<file path="src/rtl/pll_reset_sequencer.sv">
// -----------------------------------------------------------------------------
// pll_reset_sequencer
//
// Power-up and lock-loss reset sequencer for the rPLL that turns the 27 MHz
// board oscillator into the 108 MHz video/system clock. Runs entirely on the
// 27 MHz reference (the same net as the PLL clkin), pulses the PLL reset,
// qualifies the PLL lock output and releases a clean system reset only after
// lock has been continuously high for LOCK_STABLE_CYCLES + HOLD_CYCLES.
// Any loss of lock while running re-asserts sys_reset and sets a sticky flag.
// The 108 MHz domain is expected to synchronise sys_reset locally.
//
// Sequence: PLL_RST -> WAIT_LOCK -> STABLE -> HOLD -> RUN
//   A low synchronised lock in STABLE, HOLD or RUN drops back to WAIT_LOCK.
//
// Optional feature (macro PLL_LOCK_RETRY_EN):
//   defined   : WAIT_LOCK times out after LOCK_TIMEOUT_CYCLES without lock,
//               re-enters PLL_RST to re-pulse the PLL, and retry_count
//               increments (saturating at 15).
//   undefined : WAIT_LOCK waits forever with the counter held at zero and
//               retry_count is tied to zero.
//
// Ports:
//   clk         in   27 MHz reference clock
//   reset       in   synchronous, active-high; restarts the whole sequence
//   lock        in   PLL lock, asynchronous to clk
//   clear_lost  in   clears lock_lost on the next edge (a new loss wins)
//   pll_reset   out  registered, to the PLL reset input, active-high
//   sys_reset   out  registered system reset, active-high
//   lock_lost   out  sticky: lock dropped while in RUN
//   retry_count out  saturating number of lock-timeout retries
// -----------------------------------------------------------------------------
module pll_reset_sequencer #(
  parameter int SYNC_STAGES         = 2,
  parameter int PLL_RST_CYCLES      = 16,
  parameter int LOCK_STABLE_CYCLES  = 2700,
  parameter int HOLD_CYCLES         = 256,
  parameter int LOCK_TIMEOUT_CYCLES = 270000
) (
  input  logic       clk,
  input  logic       reset,
  input  logic       lock,
  input  logic       clear_lost,
  output logic       pll_reset,
  output logic       sys_reset,
  output logic       lock_lost,
  output logic [3:0] retry_count
);

  function automatic int max_int(input int a, input int b);
    return (a > b) ? a : b;
  endfunction

  // One counter serves every timed state, so it is sized for the longest
  // interval any parameter can describe.
  localparam int MAX_CYCLES = max_int(max_int(max_int(SYNC_STAGES, PLL_RST_CYCLES),
                                              max_int(LOCK_STABLE_CYCLES, HOLD_CYCLES)),
                                      LOCK_TIMEOUT_CYCLES);
  localparam int CNT_W      = $clog2(MAX_CYCLES) + 1;

  localparam logic [2:0] ST_PLL_RST   = 3'd0;
  localparam logic [2:0] ST_WAIT_LOCK = 3'd1;
  localparam logic [2:0] ST_STABLE    = 3'd2;
  localparam logic [2:0] ST_HOLD      = 3'd3;
  localparam logic [2:0] ST_RUN       = 3'd4;

  localparam logic [CNT_W-1:0] CNT_ONE      = CNT_W'(1);
  localparam logic [CNT_W-1:0] PLL_RST_LAST = CNT_W'(PLL_RST_CYCLES - 1);
  localparam logic [CNT_W-1:0] STABLE_LAST  = CNT_W'(LOCK_STABLE_CYCLES - 1);
  localparam logic [CNT_W-1:0] HOLD_LAST    = CNT_W'(HOLD_CYCLES - 1);
`ifdef PLL_LOCK_RETRY_EN
  localparam logic [CNT_W-1:0] TIMEOUT_LAST = CNT_W'(LOCK_TIMEOUT_CYCLES - 1);
`endif

  logic [SYNC_STAGES-1:0] lock_sync;
  logic                   lock_s;
  logic [2:0]             state;
  logic [2:0]             state_nxt;
  logic [CNT_W-1:0]       cnt;
  logic [CNT_W-1:0]       cnt_nxt;
  logic                   lost_set;
`ifdef PLL_LOCK_RETRY_EN
  logic                   timeout;
`endif

  // ---- lock synchroniser: raw lock -> lock_s --------------------------------
  // lock is asynchronous; every decision below looks only at lock_s.
  always_ff @(posedge clk) begin
    if (reset) begin
      lock_sync <= '0;
    end else begin
      lock_sync <= {lock_sync[SYNC_STAGES-2:0], lock};
    end
  end

  assign lock_s = lock_sync[SYNC_STAGES-1];

  // ---- next-state and counter decode ----------------------------------------
  always_comb begin
    state_nxt = state;
    cnt_nxt   = cnt + CNT_ONE;
    lost_set  = 1'b0;
`ifdef PLL_LOCK_RETRY_EN
    timeout   = 1'b0;
`endif

    case (state)
      ST_PLL_RST: begin
        if (cnt == PLL_RST_LAST) begin
          state_nxt = ST_WAIT_LOCK;
        end
      end

      ST_WAIT_LOCK: begin
        if (lock_s) begin
          state_nxt = ST_STABLE;
`ifdef PLL_LOCK_RETRY_EN
        end else if (cnt == TIMEOUT_LAST) begin
          state_nxt = ST_PLL_RST;
          timeout   = 1'b1;
        end
`else
        end else begin
          // Without the retry feature there is nothing to time here.
          cnt_nxt = '0;
        end
`endif
      end

      ST_STABLE: begin
        // Loss of lock outranks reaching the end of the stability window.
        if (!lock_s) begin
          state_nxt = ST_WAIT_LOCK;
        end else if (cnt == STABLE_LAST) begin
          state_nxt = ST_HOLD;
        end
      end

      ST_HOLD: begin
        if (!lock_s) begin
          state_nxt = ST_WAIT_LOCK;
        end else if (cnt == HOLD_LAST) begin
          state_nxt = ST_RUN;
        end
      end

      ST_RUN: begin
        // Nothing is timed while running; park the counter.
        cnt_nxt = '0;
        if (!lock_s) begin
          state_nxt = ST_WAIT_LOCK;
          lost_set  = 1'b1;
        end
      end

      default: begin
        state_nxt = ST_PLL_RST;
      end
    endcase

    // Every state starts its own interval from zero.
    if (state_nxt != state) begin
      cnt_nxt = '0;
    end
  end

  // ---- state, counter and registered outputs --------------------------------
  // Outputs are decoded from the next state so they change on the same edge
  // as the state register.
  always_ff @(posedge clk) begin
    if (reset) begin
      state     <= ST_PLL_RST;
      cnt       <= '0;
      pll_reset <= 1'b1;
      sys_reset <= 1'b1;
      lock_lost <= 1'b0;
    end else begin
      state     <= state_nxt;
      cnt       <= cnt_nxt;
      pll_reset <= (state_nxt == ST_PLL_RST);
      sys_reset <= (state_nxt != ST_RUN);
      // A loss on the same edge as a clear request keeps the flag set.
      if (lost_set) begin
        lock_lost <= 1'b1;
      end else if (clear_lost) begin
        lock_lost <= 1'b0;
      end
    end
  end

  // ---- retry counter ---------------------------------------------------------
`ifdef PLL_LOCK_RETRY_EN
  always_ff @(posedge clk) begin
    if (reset) begin
      retry_count <= 4'd0;
    end else if (timeout && (retry_count != 4'hF)) begin
      retry_count <= retry_count + 4'd1;
    end
  end
`else
  assign retry_count = 4'd0;
`endif

endmodule
</file>
<file path="config.mk">
export PLATFORM = sky130hd
export DESIGN_NAME = pll_reset_sequencer
export DESIGN_NICKNAME = d
export VERILOG_FILES = /design/src/rtl/pll_reset_sequencer.sv
export SDC_FILE = /design/constraint.sdc
export NUM_CORES = 1
export LEC_CHECK = 0
export ABC_AREA = 1
export CAP_MARGIN = 40
export CORE_UTILIZATION = 60
export CTS_BUF_LIST = sky130_fd_sc_hd__clkbuf_4
export DETAILED_ROUTE_END_ITERATION = 12
export GPL_TIMING_DRIVEN = 1
export MAX_ROUTING_LAYER = met4
export PLACE_DENSITY = 0.87
export SETUP_SLACK_MARGIN = 0.02
export SKIP_CTS_REPAIR_TIMING = 1
export SYNTH_ARGS = -nofsm -noshare
export SYNTH_HDL_FRONTEND = slang
export SYNTH_SLANG_ARGS = --single-unit
</file>
<file path="constraint.sdc">
create_clock -name clk -period 3.65 [get_ports clk]
set_input_delay 0.73 -clock clk [delete_from_list [all_inputs] [get_ports clk]]
set_output_delay 0.73 -clock clk [all_outputs]
set_load 0.1 [all_outputs]
</file>
# == After elaboration in Yosys (flattened, before gate mapping) ==
# Index checks and enable logic that the tools add are counted.
# W data, S select, Z words.
# op_classes
addsub,1
eq_ne,9
n_mux,14
n_reduce_logical,4
# op_table
operator,n
$pmux W20 S2,1
$mux W3,7
$add A20 B1 Y20 const B,1
$eq A20 B12 Y1 const B,1
$eq A20 B4 Y1 const B,1
$eq A20 B8 Y1 const B,1
$mux W20,1
$pmux W3 S5,1
$eq A3 B2 Y1 const B,2
$logic_not A3 Y1,2
$mux W1,4
$eq A3 B1 Y1 const B,1
$eq A3 B3 Y1 const B,1
$ne A3 B3 Y1,1
$ne A3 B3 Y1 const B,1
$reduce_bool A2 Y1,1
$reduce_or A2 Y1,1
# totals
ff_bits,28
out_inout_bits,7
elab_cells,34

# == Longest topological paths before layout ==
# logic_depth
depth_word,6
depth_mapped,13
ltp_nobuf,11

# == Worst setup path before layout ==
# No wires, ideal clock.
# synth_path
path_kind,flip-flop to output port
start,reg lock_lost
end,out lock_lost
arrival_time_ns,0.925
t_required_ns,2.920
setup_slack_ns,1.995
path_stages_with_launch,1
path_cell_list,dfxtp_1
# synth_rtl
element,line_no,rtl
start: declaration,45,"output logic lock_lost,"
start signal: assignment,175,lock_lost <= 1'b0;
start signal: assignment,183,lock_lost <= 1'b1;
start signal: assignment,185,lock_lost <= 1'b0;
# No word-level cell between the ends.

# == Worst setup path in the final report ==
# layout_path
start,reg sys_reset
end,out sys_reset
# layout_rtl
element,line_no,rtl
start: declaration,44,"output logic sys_reset,"
start signal: assignment,180,sys_reset <= (state_nxt != ST_RUN);
# No word-level cell between the ends.

==> qor.csv <==
metric,value,unit
multi_input_area,928,um2
synth_seq_area_share,33.4,%
viasPerCell,5.52,
relSlewSlack,58.1,%
die_area,3010,um2
die_w,54.9,um
grt_util_all_layers,27.3,%
reg2reg_slack,1.58,ns
ant_nets,0,
synth_top_area_share,33.4,%
fin_hold_ws,0.436,ns
cp_data_required_time,2.92,ns
pin_count,11,
setup-violations-final,0,
netlist_area,1680,um2
reg2reg_to,cnt[18],
wl,3490,um
p_leak,0.000741,uW
critPathKind,flop to primary output,
clk_latency,0.33,ns
final_common_cell,nand2_1,
p_sw,133,uW
htreeDepth,1,
seq_power_share,55.8,%
hp-class,flop to flop,
die_h,54.9,um
min_from,lock_sync[0],
finalCritPeriodShare,60.6,%
grt_pass1_vias,1380,
maxCapViolations,0,
synth_top_cell_by_area,dfxtp_1,
start_util,65.3,%
internal-power,430,uW
numCtsBuffers,3,
fin_nets,258,
antennaDiodeCount,0,
combPwrFrac,7.4,%
clk_pin_slew,0.15,ns
finalPower,563,uW
outcome,"complete, no violations",
vias,1558,
grt_pass1_wl,5660,um
detailed_place_hpwl,2600,um
worstSetupStartpointType,flop,
area_delta_synth_final,8.06,%
clock-sinks,28,
worstMarginPinSlew,0.626,ns
crit_chain,"clkdlybuf4s50_1, buf_8",
dpl-instance-area,1760,um2
antenna_found_initial,0,
seq_area,561,um2
grt_max_degree,21,
final_cell_mix,"nand2_1 (50), inv_1 (34), dfxtp_1 (28), nor2_1 (26)",
path_delay_family,buffers and inverters,
crit_arrival,1.48,ns
layout-drive-gt1-share,17.9,%
fin_skew,0.00419,ns
r2r-start,cnt[0],
cp_max_fo,1,
fillers,229,
r2r_cells,10,
ys_ff_latch,28,
fin_crit,2.21,ns
place.port_buffers,6,
hold_depth,2,
fmax,452,MHz
synth_cells,244,
yosysUniqueCellTypes,34,
routedWlPerCell,12.4,um
vdd_ir_drop_max,267,uV
power_frac_clock,36.8,%
synthTopCellsByArea,"dfxtp_1 (33%), nand2_1 (11%), inv_1 (7.6%), nor2_2 (7.5%), nand3_1 (6.0%)",
p_per_area,311,nW/um2
cp-end-kind,primary output,
finalSetupTns,0,ns
maxSlewViolCount,0,
avgSynthCellArea,6.87,um2
root_buffer,clkbuf_4,
grt_overflow,0,
clockBufferDepth,2,
cpPeakStageDelay,0.56,ns
post-route-cell-area,1810,um2
swShare,23.6,%
drt_pre_antenna_iters,4,
cp_num_buf_inv,2,
tritoncts,yes,
hold_end,lock_sync[1],
hold_viol,0,
fp-row-count,18,
core,2570,um2
first_iter_violations,41,
rsz0062_at_grt,no,
crit_slowest_cell,clkdlybuf4s50_1,
drc_errors,0,
gp_congestion,0.855,
yosys_warnings,0,
-- worst min-delay path, cell delays in order, from the launching register on --
cell and delay [ns]:
dfxtp_1 0.34, inv_1 0.05, nor2_1 0.03
-- layer usage --
metal / share of wire, % / wire [um] / global-route usage, % / up-vias
met5: 0 / 0 / - / -
met4: 1.5 / 51 / 9.83 / 0
met3: 4.4 / 154 / 3.33 / 7
li1: - / - / - / 796
met1: 45 / 1560 / 32.3 / 715
met2: 49 / 1720 / 46.8 / 40
-- synthesized netlist by cell type --
master	n
a211o_1	1
a21oi_1	8
a22oi_1	1
a31o_2	1
buf_2	1
buf_4	4
buf_6	2
clkbuf_8	1
conb_1	1
dfxtp_1	28
ha_1	1
inv_1	34
nand2_1	50
nand2_2	3
nand3_1	20
nand3_2	2
nand3_4	1
nand3b_1	2
nand3b_2	1
nand4_1	6
nor2_1	26
nor2_2	20
nor2_4	3
nor3_1	7
nor3_2	1
nor3b_1	1
o211ai_1	2
o21ai_0	5
o21ai_1	1
o21ai_2	1
o221ai_1	2
o31ai_1	1
or2_2	5
xor2_1	1
-- sequential cells by signal (all words and copies together) (netlist names) --
name / count
lock_sync: 2
lock_lost: 1
sys_reset: 1
cnt: 20
state: 3
pll_reset: 1
-- kinds of logic (layout without fill, tap and decap cells) --
family / Yosys count / count (layout) / synth area share [%]
AND/OR/NAND/NOR: 148 / 148 / 44.6
AO/OA/AOI/OAI: 23 / 23 / 8.58
flip-flops: 28 / 28 / 33.4
adder cells (fa/ha/maj): 1 / 1 / 0.746
other: 1 / 4 / 0.224
buffers and inverters: 42 / 47 / 11.9
XOR/XNOR: 1 / 1 / 0.522
-- final cells by class --
cell class / count / area share, %
clock inverters: 1 / 1.66
flip-flops and latches: 28 / 30.9
inverters: 34 / 7.04
repair buffers: 9 / 5.80
multi-input cells: 177 / 51.2
well taps: 30 / 2.07
clock buffers: 3 / 1.24
-- power by group through the flow --
stage | clock network (uW) | logic (uW) | registers (uW)
floorplan | 0 | 40.3 | 320
global placement | 0 | 40.6 | 321
detailed placement | 0 | 41.5 | 321
CTS | 207 | 41.8 | 314
global route | 219 | 45.7 | 315
finish | 207 | 41.6 | 314
-- metrics by stage --
stage,util [%],setup slack (ns),cells
after floorplan,-,2.00,247
after global placement,66.8,1.44,275
after detailed placement,68.5,1.36,278
after CTS,70.6,1.44,282
after global routing,70.6,1.37,282
final,70.6,1.44,282
-- worst max-delay path by stage --
stage              start        end  slack (ns)  cells after the start
2_1_floorplan  lock_lost  lock_lost        2.00                      0
3_3_place_gp       reset     cnt[0]        1.44                      6
6_report       sys_reset  sys_reset        1.44                      2
4_1_cts        sys_reset  sys_reset        1.44                      2
5_1_grt           cnt[0]    cnt[11]        1.37                     10
3_5_place_dp       reset    cnt[18]        1.36                      6
Power figures use the tool's default switching activity.
==> RTL edit: new RTL, same settings <==
Build with the macro `PLL_LOCK_RETRY_EN` defined.
--- a/src/rtl/pll_reset_sequencer.sv
+++ b/src/rtl/pll_reset_sequencer.sv
@@ -29,6 +29,8 @@
 //   lock_lost   out  sticky: lock dropped while in RUN
 //   retry_count out  saturating number of lock-timeout retries
 // -----------------------------------------------------------------------------
+`define PLL_LOCK_RETRY_EN
+
 module pll_reset_sequencer #(
   parameter int SYNC_STAGES         = 2,
   parameter int PLL_RST_CYCLES      = 16,
Check against the original RTL: same outputs for any inputs over 10 cycles, from zero or initial values and one cycle with reset high; that may be too few to reach the edited logic, so the function may still have changed.
==> RTL edit against the original RTL <==
Sequential power increased by 14%. Cell area grew 12%. Synthesized area rose by 5.4%. Setup slack worse by 0.053 ns. Power fell by 0.66%. Routed wire length shrank 1.0%. Final cell count increased by 6.0%. Sequential cell count up 4. Combinational power down 44%. Count of clock-buffer cells in the layout is 2 higher. Clock skew is 0.0012 ns higher. Critical path depth is 10 higher. Largest cell class unchanged. Largest power group unchanged. Highest routed layer unchanged.
==> RTL edit: results <==
{
  "final-clk-cell-share_pct": 2.22,
  "required_ns": 3.85,
  "drive_gt1_share_pct": 20.1,
  "use_met1_pct": 30.2,
  "synth.avg_cell_area_um2": 7.18,
  "status": "complete, no violations",
  "met3_usage_pct": 5.53,
  "p_leak_nw": 0.786,
  "seq_share_pct": 31.5,
  "inv_count": 39,
  "detail_route.wl_per_cell_um": 11.5,
  "htreeDepth": 2,
  "clk_pin_slew_worst_paths_ns": 0.09,
  "ys_top_cells_by_count": "nand2_1, inv_1, dfxtp_1, nor2_1, nor2_2",
  "synth_seq_cells": 32,
  "ir_worst_vdd_mv": 0.330,
  "post-place-cells": 292,
  "synth-seq-area-share_pct": 36.3,
  "n_fill_cell": 215,
  "drt_iter0_drc": 64,
  "skew_ns": 0.00543,
  "grt_max_degree": 21,
  "critPathMaxFanout": 20,
  "synth-xor-area-share_pct": 7.44,
  "fin_nets": 274,
  "synthAdderAreaFrac_pct": 1.42,
  "ys_types": 24,
  "post-dp-hpwl_mm": 2.56,
  "finish.utilization_pct": 73.1,
  "grt_pass1_vias": 1376,
  "grt_use_total_pct": 24.1,
  "pre_cts_ws_ns": 1.40,
  "nMultiInputCombCells": 173,
  "multi_input_area_share_pct": 47.1,
  "grt_use_met2_pct": 37.4,
  "grt_pass1_wl_mm": 5.81,
  "n_all_buffers": 17,
  "gp_congestion": 0.873,
  "p_sw_mw": 0.131,
  "route.met3.wl_um": 143,
  "yosys-top-cells-area": "dfxtp_1, nand2_1, nor2_2",
  "largestRegisters": "cnt: 20 flops, retry_count: 4 flops, state: 3 flops",
  "io_buffers": 10,
  "slew_headroom_pct": 60.1,
  "nonClkBufAreaFrac_pct": 10.1,
  "r2r.worst_path.cells": 12,
  "numCtsBuffers": 5,
  "vias_per_cell": 5.15,
  "routed_wl_mm": 3.45
}
RTL edit: critical path: stages (launching register included):
cell,delay (ns)
dfxtp_1,0.46
ha_1,0.30
nand3_4,0.12
nor2_4,0.13
nand3b_2,0.12
nor2_2,0.13
nand2_1,0.08
nand2_2,0.08
nand3_2,0.09
nand2_1,0.07
nand2_1,0.06
nand2_2,0.45
nor2_2,0.05
RTL edit: power by group through the flow:
stage	combinational, mW	clock (mW)	sequential, mW
2_1_floorplan	0.0188	0	0.365
3_3_place_gp	0.0230	0	0.366
3_5_place_dp	0.0233	0	0.366
4_1_cts	0.0235	0.181	0.358
5_1_grt	0.0258	0.192	0.359
6_report	0.0233	0.178	0.358
RTL edit: final timing paths:
check,start,to,slack (ns)
setup / recovery,cnt[0],cnt[18],1.38
hold reg to reg,lock_sync[0],lock_sync[1],0.42
setup reg to reg,cnt[0],cnt[18],1.38
hold / removal,lock_sync[0],lock_sync[1],0.42
